`src/rtl/axi_dma_arb_pkg.sv`:
```
// ============================================================================
// Module   : axi_dma_arb_pkg
// Brief    : Shared types and round-robin helper for the DMA backend arbiter.
// Revision : 1.0
// ============================================================================
`default_nettype none

package axi_dma_arb_pkg;

    typedef enum logic [0:0] {
        IDLE  = 1'b0,
        OFFER = 1'b1
    } arb_state_e;

    // Widest requester vector rr_pick accepts; callers zero-extend into it.
    localparam int unsigned MaxReq     = 64;
    localparam int unsigned MaxReqBits = 6;

    // First set bit of valid at or after ptr, searched circularly over n entries.
    // Scanning downwards lets the closest candidate overwrite farther ones.
    function automatic int unsigned rr_pick(input logic [MaxReq-1:0] valid,
                                            input int unsigned        ptr,
                                            input int unsigned        n);
        int unsigned idx;
        int unsigned win;
        win = ptr;
        for (int k = MaxReq - 1; k >= 0; k--) begin
            if (k < int'(n)) begin
                idx = ptr + k;
                if (idx >= n) begin
                    idx = idx - n;
                end
                if (valid[idx[MaxReqBits-1:0]]) begin
                    win = idx;
                end
            end
        end
        return win;
    endfunction

endpackage

`default_nettype wire

```
`src/rtl/axi_dma_backend_arbiter_if.sv`:
```
// ============================================================================
// Module   : axi_dma_backend_arbiter_if
// Brief    : Requester-side and backend-side signal bundle of the arbiter.
// Revision : 1.0
// ============================================================================
`default_nettype none

interface axi_dma_backend_arbiter_if #(
    parameter int unsigned NumReq      = 4,
    parameter type         burst_req_t = logic
);
    burst_req_t [NumReq-1:0] req_burst_i;
    logic       [NumReq-1:0] req_valid_i;
    logic       [NumReq-1:0] req_ready_o;
    logic       [NumReq-1:0] req_done_o;
    burst_req_t              burst_req_o;
    logic                    valid_o;
    logic                    ready_i;
    logic                    trans_complete_i;
    logic                    backend_idle_i;
    logic                    idle_o;
    logic                    cpl_err_o;

    // Arbiter view.
    modport slave (
        input  req_burst_i, req_valid_i, ready_i, trans_complete_i, backend_idle_i,
        output req_ready_o, req_done_o, burst_req_o, valid_o, idle_o, cpl_err_o
    );

    // Environment view: requesters plus backend.
    modport master (
        output req_burst_i, req_valid_i, ready_i, trans_complete_i, backend_idle_i,
        input  req_ready_o, req_done_o, burst_req_o, valid_o, idle_o, cpl_err_o
    );
endinterface

`default_nettype wire

```
`src/rtl/axi_dma_arb_cpl_fifo.sv`:
```
// ============================================================================
// Module   : axi_dma_arb_cpl_fifo
// Brief    : Index FIFO holding the owner of every accepted, uncompleted burst.
// Revision : 1.0
// ============================================================================
`default_nettype none

module axi_dma_arb_cpl_fifo #(
    parameter int unsigned Width = 2,
    parameter int unsigned Depth = 8
) (
    input  logic             clk_i,
    input  logic             rst_i,
    input  logic             flush_i,
    input  logic             push_i,
    input  logic [Width-1:0] data_i,
    input  logic             pop_i,
    output logic [Width-1:0] data_o,
    output logic             full_o,
    output logic             empty_o
);
    localparam int unsigned PtrWidth = (Depth > 1) ? $clog2(Depth) : 1;
    localparam int unsigned CntWidth = $clog2(Depth + 1);

    logic [Width-1:0]    mem_q [Depth];
    logic [PtrWidth-1:0] wr_ptr_q;
    logic [PtrWidth-1:0] rd_ptr_q;
    logic [CntWidth-1:0] cnt_q;
    logic                w_push;
    logic                w_pop;

    function automatic logic [PtrWidth-1:0] ptr_inc(input logic [PtrWidth-1:0] p);
        return (p == PtrWidth'(Depth - 1)) ? '0 : p + PtrWidth'(1);
    endfunction

    assign full_o  = (cnt_q == CntWidth'(Depth));
    assign empty_o = (cnt_q == '0);
    assign w_push  = push_i & ~full_o;
    assign w_pop   = pop_i & ~empty_o;
    assign data_o  = mem_q[rd_ptr_q];

    always_ff @(posedge clk_i) begin
        if (rst_i || flush_i) begin
            wr_ptr_q <= '0;
            rd_ptr_q <= '0;
            cnt_q    <= '0;
        end else begin
            if (w_push) begin
                wr_ptr_q <= ptr_inc(wr_ptr_q);
            end
            if (w_pop) begin
                rd_ptr_q <= ptr_inc(rd_ptr_q);
            end
            case ({w_push, w_pop})
                2'b10:   cnt_q <= cnt_q + CntWidth'(1);
                2'b01:   cnt_q <= cnt_q - CntWidth'(1);
                default: cnt_q <= cnt_q;
            endcase
        end
    end

    always_ff @(posedge clk_i) begin
        if (w_push) begin
            mem_q[wr_ptr_q] <= data_i;
        end
    end

endmodule

`default_nettype wire

```
`src/rtl/axi_dma_backend_arbiter.sv`:
```
// ============================================================================
// Module   : axi_dma_backend_arbiter
// Brief    : Round-robin share of one 1D DMA backend with in-order completion routing.
// Revision : 1.0
// ============================================================================
`default_nettype none

module axi_dma_backend_arbiter
    import axi_dma_arb_pkg::*;
#(
    parameter int unsigned NumReq         = 4,
    parameter int unsigned MaxOutstanding = 8,
    parameter type         burst_req_t    = logic,
    parameter int unsigned IdxWidth       = (NumReq > 1) ? $clog2(NumReq) : 1
) (
    input  logic                      clk_i,
    input  logic                      rst_i,
    axi_dma_backend_arbiter_if.slave  bus_if
);
    arb_state_e          state_q;
    logic [IdxWidth-1:0] rr_ptr_q;
    logic [IdxWidth-1:0] rr_ptr_d;
    logic [IdxWidth-1:0] gnt_q;
    logic [NumReq-1:0]   req_done_q;
    logic                cpl_err_q;

    logic [IdxWidth-1:0] w_winner;
    logic [IdxWidth-1:0] w_sel;
    logic [IdxWidth-1:0] w_head;
    logic [NumReq-1:0]   w_req_ready;
    logic                w_offer;
    logic                w_hs;
    logic                w_pop;
    logic                w_fifo_full;
    logic                w_fifo_empty;

    assign w_winner = IdxWidth'(rr_pick(MaxReq'(bus_if.req_valid_i), 32'(rr_ptr_q), NumReq));

    // Outputs are held at their reset-state values while rst_i is asserted.
    always_comb begin
        w_offer     = 1'b0;
        w_sel       = rr_ptr_q;
        w_req_ready = '0;
        if (!rst_i) begin
            case (state_q)
                IDLE: begin
                    if (!w_fifo_full && (|bus_if.req_valid_i)) begin
                        w_offer = 1'b1;
                        w_sel   = w_winner;
                    end
                end
                OFFER: begin
                    w_offer = 1'b1;
                    w_sel   = gnt_q;
                end
                default: begin
                    w_offer = 1'b0;
                end
            endcase
        end
        if (w_offer) begin
            w_req_ready[w_sel] = bus_if.ready_i;
        end
    end

    assign w_hs     = w_offer & bus_if.ready_i;
    assign w_pop    = bus_if.trans_complete_i & ~w_fifo_empty;
    assign rr_ptr_d = (w_sel == IdxWidth'(NumReq - 1)) ? '0 : w_sel + IdxWidth'(1);

    assign bus_if.valid_o     = w_offer;
    assign bus_if.burst_req_o = bus_if.req_burst_i[w_sel];
    assign bus_if.req_ready_o = w_req_ready;
    assign bus_if.req_done_o  = req_done_q;
    assign bus_if.cpl_err_o   = cpl_err_q;
    assign bus_if.idle_o      = bus_if.backend_idle_i &
                                (rst_i | ((state_q == IDLE) & w_fifo_empty));

    always_ff @(posedge clk_i) begin
        if (rst_i) begin
            state_q    <= IDLE;
            rr_ptr_q   <= '0;
            gnt_q      <= '0;
            req_done_q <= '0;
            cpl_err_q  <= 1'b0;
        end else begin
            req_done_q <= '0;
            if (w_pop) begin
                req_done_q[w_head] <= 1'b1;
            end
            if (bus_if.trans_complete_i && w_fifo_empty) begin
                cpl_err_q <= 1'b1;
            end
            case (state_q)
                IDLE: begin
                    if (w_hs) begin
                        rr_ptr_q <= rr_ptr_d;
                    end else if (w_offer) begin
                        gnt_q   <= w_sel;
                        state_q <= OFFER;
                    end
                end
                OFFER: begin
                    if (w_hs) begin
                        rr_ptr_q <= rr_ptr_d;
                        state_q  <= IDLE;
                    end
                end
                default: state_q <= IDLE;
            endcase
        end
    end

    // OFFER is only entered below full and cannot grow, so the push never overflows.
    axi_dma_arb_cpl_fifo #(
        .Width (IdxWidth),
        .Depth (MaxOutstanding)
    ) u_cpl_fifo (
        .clk_i   (clk_i),
        .rst_i   (rst_i),
        .flush_i (1'b0),
        .push_i  (w_hs),
        .data_i  (w_sel),
        .pop_i   (w_pop),
        .data_o  (w_head),
        .full_o  (w_fifo_full),
        .empty_o (w_fifo_empty)
    );

    a_offer_valid_held: assert property (@(posedge clk_i) disable iff (rst_i)
        (state_q == OFFER) |-> bus_if.req_valid_i[gnt_q]);

    a_ready_onehot: assert property (@(posedge clk_i) $onehot0(bus_if.req_ready_o));

endmodule

`default_nettype wire

```
`src/flat_wrapper.sv`:
```
// flat-port wrapper written by rule: the top's interface ports become plain ports
module axi_dma_backend_arbiter_flat import axi_dma_arb_pkg::*;
#(
    parameter int unsigned NumReq         = 4,
    parameter int unsigned MaxOutstanding = 8,
    parameter type         burst_req_t    = logic,
    parameter int unsigned IdxWidth       = (NumReq > 1) ? $clog2(NumReq) : 1
)
  (clk_i, rst_i, bus_if_req_burst_i, bus_if_req_valid_i, bus_if_ready_i, bus_if_trans_complete_i, bus_if_backend_idle_i, bus_if_req_ready_o, bus_if_req_done_o, bus_if_burst_req_o, bus_if_valid_o, bus_if_idle_o, bus_if_cpl_err_o);
  axi_dma_backend_arbiter_if #(.NumReq(NumReq), .burst_req_t(burst_req_t)) bus_if_i ();
  input  logic clk_i;
  input  logic rst_i;
  input wire logic [$bits(bus_if_i.req_burst_i)-1:0] bus_if_req_burst_i;
  input wire logic [$bits(bus_if_i.req_valid_i)-1:0] bus_if_req_valid_i;
  input wire logic [$bits(bus_if_i.ready_i)-1:0] bus_if_ready_i;
  input wire logic [$bits(bus_if_i.trans_complete_i)-1:0] bus_if_trans_complete_i;
  input wire logic [$bits(bus_if_i.backend_idle_i)-1:0] bus_if_backend_idle_i;
  output wire logic [$bits(bus_if_i.req_ready_o)-1:0] bus_if_req_ready_o;
  output wire logic [$bits(bus_if_i.req_done_o)-1:0] bus_if_req_done_o;
  output wire logic [$bits(bus_if_i.burst_req_o)-1:0] bus_if_burst_req_o;
  output wire logic [$bits(bus_if_i.valid_o)-1:0] bus_if_valid_o;
  output wire logic [$bits(bus_if_i.idle_o)-1:0] bus_if_idle_o;
  output wire logic [$bits(bus_if_i.cpl_err_o)-1:0] bus_if_cpl_err_o;
  assign bus_if_i.req_burst_i = bus_if_req_burst_i;
  assign bus_if_i.req_valid_i = bus_if_req_valid_i;
  assign bus_if_i.ready_i = bus_if_ready_i;
  assign bus_if_i.trans_complete_i = bus_if_trans_complete_i;
  assign bus_if_i.backend_idle_i = bus_if_backend_idle_i;
  assign bus_if_req_ready_o = bus_if_i.req_ready_o;
  assign bus_if_req_done_o = bus_if_i.req_done_o;
  assign bus_if_burst_req_o = bus_if_i.burst_req_o;
  assign bus_if_valid_o = bus_if_i.valid_o;
  assign bus_if_idle_o = bus_if_i.idle_o;
  assign bus_if_cpl_err_o = bus_if_i.cpl_err_o;
  axi_dma_backend_arbiter #(.NumReq(NumReq), .MaxOutstanding(MaxOutstanding), .burst_req_t(burst_req_t), .IdxWidth(IdxWidth)) u_core (.clk_i(clk_i), .rst_i(rst_i), .bus_if(bus_if_i));
endmodule
```
`config.mk`:
```
export PLATFORM = sky130hd
export DESIGN_NAME = axi_dma_backend_arbiter_flat
export DESIGN_NICKNAME = d
export VERILOG_FILES = /design/src/rtl/axi_dma_arb_pkg.sv /design/src/rtl/axi_dma_backend_arbiter_if.sv /design/src/rtl/axi_dma_arb_cpl_fifo.sv /design/src/rtl/axi_dma_backend_arbiter.sv /design/src/flat_wrapper.sv
export SDC_FILE = /design/constraint.sdc
export NUM_CORES = 1
export LEC_CHECK = 0
export CORE_UTILIZATION = 25
export CTS_CLUSTER_DIAMETER = 150
export CTS_CLUSTER_SIZE = 20
export DETAILED_ROUTE_END_ITERATION = 6
export HOLD_SLACK_MARGIN = 0.12
export SLEW_MARGIN = 5
export SYNTH_ARGS = -nofsm -noshare
export SYNTH_HDL_FRONTEND = slang
export SYNTH_SLANG_ARGS = --single-unit
```
`constraint.sdc`:
```
create_clock -name clk_i -period 7.3 [get_ports clk_i]
set_input_delay 1.095 -clock clk_i [delete_from_list [all_inputs] [get_ports clk_i]]
set_output_delay 1.095 -clock clk_i [all_outputs]
set_load 0.02 [all_outputs]
```
==> impl_metrics.tcl <==
set metrics [dict create \
    core_area_um2 8260 \
    slowest_stage "clkdlybuf4s50_1" \
    path_cells "clkdlybuf4s50_1 > mux2i_1 > or3_1 > a311oi_2 > nor4_1 > o311a_4 > inv_1 > ha_1 > and2_1 > clkdlybuf4s50_1" \
    place_ws_ps 2210 \
    skew_ps 5.56 \
    antenna_found_initial 0 \
    arrival_ps 3980 \
    totalWireLength_um 4020 \
    port_buffers 24 \
    ir_worst_vdd_uv 104 \
    timing.rr.start "u_core.u_cpl_fifo.cnt_q[1]" \
    synthArstFlopShare_pct 0 \
    viasPerCell 4.60 \
    relSlewSlack_pct 60.4 \
    fin_tns_setup_ps 0 \
    die_y_um 94.8 \
    drtAntennaViolNets 0 \
    setup_viol 0 \
    grt.overflow.total 0 \
    powerDensity_nw_per_um2 321 \
    dieWidth_um 94.8 \
    seq_area_frac_synth_pct 43.7 \
    crit_fanout 10 \
    ys.flop_type "dfxtp_1" \
    clk_pin_slew_worst_paths_ps 70 \
    synth_nets 235 \
    grt_max_degree 28 \
    start_kind "primary input" \
    place.gp.congestion 0.856 \
    syn2layout_area_growth_pct 20.1 \
    htreeDepth 2 \
    grt_pass1_vias 1445 \
    nets 261 \
    cpMostUsedCell "clkdlybuf4s50_1" \
    status "finished clean" \
    fmax_mhz 197 \
    wire_per_inst_um 11.9 \
    fin_crit_sh_pct 69.5 \
    hold_start "u_core.bus_if.cpl_err_o" \
    dieArea_um2 8990 \
    drive_above_1_share_pct 9.87 \
    crit_start "bus_if_req_valid_i[2]" \
    cts_resized 0 \
    num_io_pins 25 \
    ys_seq_elements 39 \
    fin_crit_ps 5070 \
    numCtsBuffers 5 \
    antennaDiodeCount 0 \
    synth_area_um2 2150 \
    hold_class "reg2reg" \
    post_cts_buffers 0 \
    place_area_um2 2500 \
    final.setup.worst_slack_ps 2230 \
    report.final.slew_viol_count 0 \
    cp.required_ps 6200 \
    clkSinkCount 39 \
    via_count 1555 \
    root_buffer "clkbuf_8" \
    cts_hold_buf 0 \
    cap_violations 0 \
    end_kind "output pin" \
    synth_warnings 0 \
    fin_area_um2 2590 \
    cp_num_buf_inv 3 \
    total_power_uw 829 \
    syn_avg_cell_area_um2 10.5 \
    clk_latency_ps 280 \
    clockBufferDepth 2 \
    rsz0062_at_grt "false" \
    crit_family "buffers and inverters" \
    criticalPathCategory "in2out" \
    drt_iter0_markers 55 \
    drc_errors 0 \
    syn_inst 206 \
    synth_edf_count 16 \
    cts_tree "yes" \
    drtPass1Iterations 4 \
    tightest_slew_ps 591 \
    grtUsageTotal_pct 9.89 \
    final_util_pct 31.3 \
    leakage_nw 0.951 \
    slowest_delay_ps 590 \
    r2r_setup_slack_ps 4110 \
    grt_first_pass_wirelength_um 6870 \
    synth_cell_types 46 \
    dpl.hpwl_um 3060 \
    hold_viol 0 \
    row_count 33 \
    start_util_pct 26.1 \
]
-- cell type report --
cell class              instances  area (um^2)
fillers                       871         5670
multi-input cells             153         1150
flip-flops and latches         39          941
clock inverters                 1         5.00
well taps                     105          131
inverters                       8         30.0
clock buffers                   7         76.3
repair buffers                 25          248
-- logic make-up after synthesis --
family / count (synthesis) / share of synthesized area [%]
fa+ha+maj: 16 / 9.30
compound gates: 35 / 11.9
mux: 21 / 12.8
buf+inv: 14 / 2.67
simple gates: 78 / 18.4
xor+xnor: 3 / 1.22
flops: 39 / 43.7
-- metal layers --
metal / global-route usage (%) / part of all wire (%)
met5: 0 / 0
met4: 3.03 / 1.4
met3: 2.98 / 4.1
met2: 16.7 / 48
met1: 12.1 / 46
-- synth_stat cells (all sizes together), types with 2 or more instances --
cell type,number,share of area [%]
nor2,31,5.4
dfxtp,23,21
edfxtp,16,22
ha,16,9.3
a21oi,14,3.6
nand2,14,2.4
mux2i,13,6.0
inv,8,1.4
and2,6,1.7
mux4,5,5.2
nand2b,5,1.5
nor3,5,1.2
o21ai,4,0.93
or3,4,1.2
a211oi,3,1.3
a31oi,3,0.87
buf,3,0.76
clkbuf,3,0.52
mux2,3,1.6
xor2,3,1.2
nor2b,2,0.58
nor4bb,2,0.93
or4,2,0.70
-- through the flow --
step                instances  hold WS [ps]
CTS                       338           484
floorplan                 206           454
global route              338           522
global placement          330           457
detailed placement        330           466
finish                    338           481
-- placed cells by master, fill, tap and decap left out, types with 3 or more instances in the layout --
master | netlist | routed
nor2_1 | 31 | 31
a31oi_1 | 3 | 3
clkbuf_8 | 0 | 5
nand2b_1 | 5 | 5
clkdlybuf4s50_1 | 0 | 24
dfxtp_1 | 23 | 23
edfxtp_1 | 16 | 16
mux2i_1 | 13 | 13
mux4_2 | 5 | 5
o21ai_0 | 4 | 4
and2_1 | 6 | 6
ha_1 | 16 | 16
xor2_1 | 3 | 3
a21oi_1 | 12 | 12
nand2_1 | 14 | 14
mux2_2 | 3 | 3
nor3_1 | 5 | 5
or3_1 | 4 | 4
inv_1 | 7 | 7
-- where the power goes --
group / internal (mW) / leakage [nW] / switching, mW
registers: 0.276 / 0.334 / 0.0421
logic: 0.173 / 0.574 / 0.203
clock network: 0.0670 / 0.0422 / 0.0685
total: 0.516 / 0.951 / 0.314
-- worst register-to-register path, cell delays in order, from the launching register on --
cell	delay, ps
dfxtp_1	460
or4b_1	250
a21oi_2	100
nor3b_2	520
and2_1	370
inv_1	100
ha_1	270
xor2_1	190
ha_1	190
a21oi_1	150
xor2_1	90
or3_1	310
a21oi_1	130
-- final timing paths --
check,end,depth (start not counted)
worst max-delay path,bus_if_req_ready_o[3],10
worst min-delay path,u_core.bus_if.cpl_err_o,2
worst max register to register,u_core.u_cpl_fifo.cnt_q[2],12
worst min register to register,u_core.bus_if.cpl_err_o,2
Power figures use the tool's default switching activity.
